<file path="src/rtl/ssyser_pkg.sv">
// Shared defaults and state encoding for the oversampled serial transmitter.
package ssyser_pkg;
    localparam int W_DEF      = 66;
    localparam int PERIOD_DEF = 8;

    typedef enum logic {IDLE, SHIFT} state_t;
endpackage

</file>
<file path="src/rtl/ssyser_uitimer.sv">
// Unit-interval timer: UI phase counter, boundary strobe and mid-UI forwarded clock.
module ssyser_uitimer #(
    parameter int PERIOD = 8
) (
    input  logic clk,
    input  logic rst,
    output logic b,
    output logic out_clk
);
    localparam int UW = (PERIOD > 1) ? $clog2(PERIOD) : 1;
    localparam logic [UW-1:0] LAST = UW'(PERIOD - 1);
    localparam logic [UW-1:0] HALF = UW'(PERIOD / 2);

    if ((PERIOD < 2) || ((PERIOD % 2) != 0)) begin : g_bad_period
        $error("ssyser_uitimer: PERIOD must be even and >= 2");
    end

    logic [UW-1:0] uicnt;
    logic [UW-1:0] uicnt_next;

    assign b          = (uicnt == LAST);
    assign uicnt_next = b ? '0 : uicnt + 1'b1;

    // out_clk is registered from the next phase so it rises exactly PERIOD/2 cycles into each UI
    always_ff @(posedge clk or posedge rst) begin
        if (rst) begin
            uicnt   <= '0;
            out_clk <= 1'b0;
        end else begin
            uicnt   <= uicnt_next;
            out_clk <= (uicnt_next >= HALF);
        end
    end
endmodule

</file>
<file path="src/rtl/ssyser.sv">
// Oversampled LSB-first serializer with a one-entry holding buffer and alternating idle fill.
module ssyser
    import ssyser_pkg::*;
#(
    parameter int W      = W_DEF,
    parameter int PERIOD = PERIOD_DEF
) (
    input  logic         clk,
    input  logic         rst,
    input  logic [W-1:0] in_block,
    input  logic         in_valid,
    output logic         in_ready,
    output logic         out_data,
    output logic         out_clk,
    output logic         underrun
);
    localparam int BW = $clog2(W);
    localparam logic [BW-1:0] BLAST = BW'(W - 1);

    logic          b;
    logic [W-1:0]  buf_q;
    logic          buf_full;
    logic [W-1:0]  shreg, shreg_n;
    logic [BW-1:0] bitcnt, bitcnt_n;
    state_t        state, state_n;
    logic          out_data_n;
    logic          underrun_n;
    logic          load;
    logic          accept;

    ssyser_uitimer #(.PERIOD(PERIOD)) u_uitimer (
        .clk     (clk),
        .rst     (rst),
        .b       (b),
        .out_clk (out_clk)
    );

    assign in_ready = !buf_full;
    assign accept   = in_valid && !buf_full;

    always_comb begin
        state_n    = state;
        shreg_n    = shreg;
        bitcnt_n   = bitcnt;
        out_data_n = out_data;
        underrun_n = 1'b0;
        load       = 1'b0;
        if (b) begin
            case (state)
                IDLE: begin
                    if (buf_full) load = 1'b1;
                    else          out_data_n = !out_data;
                end
                SHIFT: begin
                    if (bitcnt != BLAST) begin
                        out_data_n = shreg[0];
                        shreg_n    = shreg >> 1;
                        bitcnt_n   = bitcnt + 1'b1;
                    end else if (buf_full) begin
                        load = 1'b1;
                    end else begin
                        out_data_n = !out_data;
                        underrun_n = 1'b1;
                        state_n    = IDLE;
                    end
                end
                default: state_n = IDLE;
            endcase
        end
        // bit 0 goes straight to the line, the rest waits in the shifter
        if (load) begin
            out_data_n = buf_q[0];
            shreg_n    = buf_q >> 1;
            bitcnt_n   = '0;
            state_n    = SHIFT;
        end
    end

    always_ff @(posedge clk or posedge rst) begin
        if (rst) begin
            state    <= IDLE;
            shreg    <= '0;
            bitcnt   <= '0;
            out_data <= 1'b0;
            underrun <= 1'b0;
            buf_q    <= '0;
            buf_full <= 1'b0;
        end else begin
            state    <= state_n;
            shreg    <= shreg_n;
            bitcnt   <= bitcnt_n;
            out_data <= out_data_n;
            underrun <= underrun_n;
            // accept needs an empty buffer and load a full one, so they never coincide
            if (accept) begin
                buf_q    <= in_block;
                buf_full <= 1'b1;
            end else if (load) begin
                buf_full <= 1'b0;
            end
        end
    end
endmodule

</file>
<file path="config.mk">
export PLATFORM = sky130hd
export DESIGN_NAME = ssyser
export DESIGN_NICKNAME = d
export VERILOG_FILES = /design/src/rtl/ssyser_pkg.sv /design/src/rtl/ssyser_uitimer.sv /design/src/rtl/ssyser.sv
export SDC_FILE = /design/constraint.sdc
export NUM_CORES = 1
export LEC_CHECK = 0
export ABC_AREA = 1
export CAP_MARGIN = 20
export CORE_ASPECT_RATIO = 1.25
export CORE_MARGIN = 8
export CORE_UTILIZATION = 50
export CTS_CLUSTER_SIZE = 28
export DETAILED_ROUTE_END_ITERATION = 7
export PLACE_DENSITY = 0.75
export SLEW_MARGIN = 10
export SYNTH_ARGS = -nofsm -noshare
export SYNTH_HDL_FRONTEND = slang
export SYNTH_HIERARCHICAL = 1
export SYNTH_SLANG_ARGS = --single-unit
</file>
<file path="constraint.sdc">
create_clock -name clk -period 4.45 [get_ports clk]
set_input_delay 0.6675 -clock clk [delete_from_list [all_inputs] [get_ports clk]]
set_output_delay 0.6675 -clock clk [all_outputs]
set_load 0.1 [all_outputs]
</file>
# Word-level counts from Yosys, hierarchy flattened
# Cells that the tools add are included.
[word_totals] elab_cells=51 in_bits=69 ff_bits=147 output_inout_bits=4
[classes] n_addsub=2 muxes=28 n_lt_le_gt_ge=1 n_bitwise=1 reduce_logical=8 eq_ne=2
[op_table] cell="two-way mux 66 bit" count=4
[op_table] cell="two-way mux 7 bit" count=4
[op_table] cell="two-way mux 1 bit" count=17
[op_table] cell="nonzero test 2 bit" count=4
[op_table] cell="adder 7 x 1 -> 7 bit (second input constant)" count=1
[op_table] cell="inequality test 7 bit (second input constant)" count=1
[op_table] cell="case mux 1 bit (2 select lines)" count=2
[op_table] cell="adder 3 x 1 -> 3 bit (second input constant)" count=1
[op_table] cell="== test 3 bit (second input constant)" count=1
[op_table] cell=">= comparator 3 bit (second input constant)" count=1
[op_table] cell="two-way mux 3 bit" count=1
[op_table] cell="AND reduction 3 bit" count=1
[op_table] cell="zero test 1 bit" count=2
[op_table] cell="logical AND 1 bit" count=1
[op_table] cell="NOT 1 bit" count=1

# Logic depth before layout (Yosys ltp)
[depth] word_depth=6 mapped_depth=11 ltp_nobuf=10

# Hierarchy
# Netlist, hierarchy kept.
[by_module_without_submodules] mod="ssyser" area_each_um2=6454.9 n_inst=1 cells_per_inst=770 seq_area_each_um2=3553.4
[by_module_without_submodules] mod="ssyser_uitimer" area_each_um2=115.1 n_inst=1 cells_per_inst=9 seq_area_each_um2=75.1

# Worst setup path after synthesis
# Ideal clock, no wire load.
[synth_path] path_type="register -> register" from="register, netlist name u_uitimer/out_clk" to="register bitcnt[5]" setup_ns=0.118 stages_incl_launch_ff=9 arrival_time_ns=2.021 t_required_ns=4.332 setup_slack_ns=2.311 period_less_slack_ns=2.139 path_buffers=2 path_cell_list="dfrtp_1 > ha_1 > nand2_1 > buf_2 > nand2_4 > inv_2 > buf_4 > nand2_1 > nand2_1"
[synth_rtl] element="end signal, assigned" line_no="ssyser.sv:91" text="bitcnt <= bitcnt_n;"
[synth_rtl] element="end, declared" line_no="ssyser.sv:24" text="logic [BW-1:0] bitcnt, bitcnt_n;"

# Worst setup path in the final report
[layout_path] from="register buf_full" to="output in_ready"
[layout_via] elab_chain_cells=1
[layout_rtl] element="start, declared" line_no="ssyser.sv:22" text="logic buf_full;"
[layout_rtl] element="start signal, assigned" line_no="ssyser.sv:87" text="buf_full <= 1'b0;"
[layout_rtl] element="start signal, assigned" line_no="ssyser.sv:97" text="buf_full <= 1'b1;"
[layout_rtl] element="start signal, assigned" line_no="ssyser.sv:99" text="buf_full <= 1'b0;"
[layout_rtl] element="zero test 1 bit" line_no="ssyser.sv:38" text="assign in_ready = !buf_full;"
[layout_rtl] element="end, declared" line_no="ssyser.sv:12" text="output logic in_ready,"
# No other way between the ends.

==> flow_metrics.env <==
export IMPL_outcome="complete, no violations"
export IMPL_total_routing_resource_utilization_after_global_routing_pct=16.2
export IMPL_critical_path_buf_inv_count=2
export IMPL_timing_hold_worst_class="register to register"
export IMPL_die_area_um2=17100
export IMPL_dr_pass1_iters=5
export IMPL_grt_antenna_before_repair=0
export IMPL_placement_io_buffers=72
export IMPL_startpoint="buf_full$_DFFE_PP0P_"
export IMPL_synth_lib_cells_used_distinct=27
export IMPL_worst_clock_skew_ns=0.00483
export IMPL_clk_latency_ns=0.41
export IMPL_rrSetupSlack_ns=1.65
export IMPL_finalHoldViolCount=0
export IMPL_initial_utilization_pct=50.3
export IMPL_detailedRoute_firstIterationViolations=300
export IMPL_post_cts_buffers=0
export IMPL_worst_path_class_setup="register to output pin"
export IMPL_end_of_the_worst_register_to_register_path="shreg[23]$_DFFE_PP0P_"
export IMPL_rows=47
export IMPL_power_leakage_nw=4.06
export IMPL_cts_hold_fix_buffers=0
export IMPL_min_delay_path_depth=1
export IMPL_power_density_nw_per_um2=428
export IMPL_cts_inserted_buffers=17
export IMPL_worstPathRequired_ns=3.78
export IMPL_fmax_ghz=0.351
export IMPL_drt_wl_total_um=13000
export IMPL_period_needed_ns=2.85
export IMPL_ctsRootBufferMaster="clkbuf_16"
export IMPL_grt_start_max_net_pins=143
export IMPL_finalCritPeriodShare_pct=64.1
export IMPL_synth_top_cells_by_count="nand2_1, dfrtp_1, inv_1"
export IMPL_post_dp_cell_area_um2=7280
export IMPL_timing_final_setup_violations=0
export IMPL_regToRegStartpoint="u_uitimer/uicnt[0]$_DFF_PP0_"
export IMPL_worst_slew_pin_slew_ns=0.985
export IMPL_timing_critical_path_fanout_max=4
export IMPL_peakVddDrop_uv=264
export IMPL_cpPeakStageDelay_ns=1.18
export IMPL_route_antenna_remaining_nets=0
export IMPL_hpwl_after_detailed_placement_um=7940
export IMPL_detail_route_drc_violations=0
export IMPL_hold_path_endpoint="u_uitimer/uicnt[0]$_DFF_PP0_"
export IMPL_first_pass_grt_wire_length_um=22800
export IMPL_max_cap_violations=0
export IMPL_finalWeightedCongestion=0.726
export IMPL_worst_setup_path_end_kind="output pin"
export IMPL_cts_resized_gates=0
export IMPL_finalInstanceArea_um2=7920
export IMPL_clock_pin_slew_of_the_registers_on_the_worst_case_setup_and_hold_paths_ns=0.06
export IMPL_cpLargestDelayFamily="buffers and inverters"
export IMPL_unrepaired_setup_endpoints_after_global_routing="false"
export IMPL_synth_top_cells_by_area="dfrtp_1, nand2_1, inv_1, o21ai_0, a21oi_1"
export IMPL_post_route_worst_setup_slack_ns=1.60
export IMPL_cp_slowest_cell="clkdlybuf4s50_1"
export IMPL_ant_cells=0
export IMPL_synth_nets=852
export IMPL_postSynthAreaPerCell_um2=8.43
export IMPL_critical_path_arrival_ns=2.19
export IMPL_r2r_worst_path_cells=7
export IMPL_synth_edff_count=0
export IMPL_area_growth_synth_to_final_pct=20.6
export IMPL_fin_setup_tns_ns=0
export IMPL_io_pins=73
export IMPL_floorplan_die_width_um=119
export IMPL_core_area_um2=13100
export IMPL_globalRoute_totalOverflow=0
export IMPL_detail_route_vias_per_cell=4.88
export IMPL_synthDominantCellAreaShare_pct=55.2
export IMPL_cts_max_level=4
export IMPL_postSynthRegisterBits=145
export IMPL_synthesis_instances=779
export IMPL_tritoncts="done"
export IMPL_die_y_um=144
export IMPL_clockBufferDepth=2
export IMPL_dpl_worst_slack_ns=1.66
export IMPL_final_net_count=905
export IMPL_timing_max_transition_violations_final=0
export IMPL_synth_seq_area_share_pct=55.2
export IMPL_post_drt_wl_per_cell_um=12.8
export IMPL_cts_num_sinks=145
export IMPL_critical_path_startpoint_type="register"
export IMPL_num_vias=4961
export IMPL_first_global_vias=5115
export IMPL_hold_start="u_uitimer/uicnt[0]$_DFF_PP0_"
export IMPL_synth_async_sr_flop_share_pct=100
export IMPL_cp_cell_sequence="inv_1, clkdlybuf4s50_1"
export IMPL_final_layout_size_suffix_gt1_share_pct=5.92
export IMPL_yosysTopAreaCell="dfrtp_1"
export IMPL_slew_headroom_pct=34.1
export IMPL_ys_dominant_reg_cell="dfrtp_1"
export IMPL_synthMostInstantiatedCell="nand2_1"
export IMPL_ys_warnings_count=6
export IMPL_totalPowerFinal_w=0.00339
export IMPL_final_fill_count=1127
export IMPL_netlist_area_um2=6570
metrics by stage:
step / util [%] / cells / hold slack (ns)
after CTS: 60.7 / 1016 / 0.430
after floorplan: - / 779 / 0.403
after detailed placement: 55.7 / 984 / 0.420
after global placement: 55.7 / 984 / 0.411
final: 60.7 / 1016 / 0.426
after global routing: 60.7 / 1016 / 0.456
worst reg2reg max path: stages (launching register included):
cell and delay [ns]:
dfrtp_1 0.34, ha_1 0.15, ha_1 0.35, nand3_4 0.51, nand2_4 0.83, inv_2 0.30, nand2_1 0.14, nand2_1 0.07
metal layers:
metal,track usage [%],vias to the layer above,routed length [um]
li1,-,2506,-
met1,19.2,2359,5850
met2,28.5,80,6560
met3,3.87,16,428
met4,5.60,0,187
met5,0,-,0
cells by family after synthesis:
kind of cell               count (synthesis)  share of synthesized area (%)
and+or+nand+nor                          263                           16.8
buffers and inverters                    180                           12.1
AOI/OAI and AO/OA                        178                           13.7
DFF                                      145                           55.2
muxes                                      6                           1.03
adders and majority gates                  4                          0.762
xor gates and xnor gates                   3                          0.400
layout by cell type (no fill, tap or decap), types with 3 or more instances in the layout:
cell type / instances
ha_1: 4
nand3b_1: 5
mux2_2: 6
o21ai_1: 37
nor2_1: 69
nand2_1: 157
clkdlybuf4s50_1: 72
o21ai_0: 76
clkbuf_16: 17
clkinv_2: 5
a21oi_1: 61
xor2_1: 3
bufinv_16: 5
nand3_1: 21
nand2_4: 3
dfrtp_1: 145
inv_1: 137
how the worst max path moves through the flow:
stage                     depth (start not counted)  slack [ns]               endpoint
after floorplan                                   1        2.01  bitcnt[0]$_DFFE_PP0P_
after global placement                            7        1.69  bitcnt[6]$_DFFE_PP0P_
after detailed placement                          7        1.66  bitcnt[6]$_DFFE_PP0P_
after CTS                                         2        1.59               in_ready
after global routing                              7        1.39  shreg[23]$_DFFE_PP0P_
final                                             2        1.60               in_ready
power breakdown:
| group | switching [W] | internal, W | total [W] | leakage [nW] |
|---|---|---|---|---|
| sequential | 0.0000489 | 0.00147 | 0.00152 | 1.61 |
| clock | 0.000521 | 0.00102 | 0.00154 | 0.321 |
| combinational | 0.000177 | 0.000147 | 0.000323 | 2.13 |
state kept, by name, indices dropped and copies added, names as in the netlist:
register and flops:
shreg 65, buf_q 66, underrun 1, buf_full 1, bitcnt 7, state 1, u_uitimer/uicnt 2, out_data 1
u_uitimer/out_clk 1
area by class of cell:
cell class                      instances  area [um^2]  share of cell area (%)
Sequential cell                       145         3630                    45.8
Tap cell                              171          214                    2.70
Multi-Input combinational cell        454         2150                    27.2
Clock inverter                         11          184                    2.32
Clock buffer                           21          460                    5.81
Timing Repair Buffer                   75          756                    9.54
Inverter                              139          526                    6.63
Note: power is estimated with default switching activity, not from simulation.
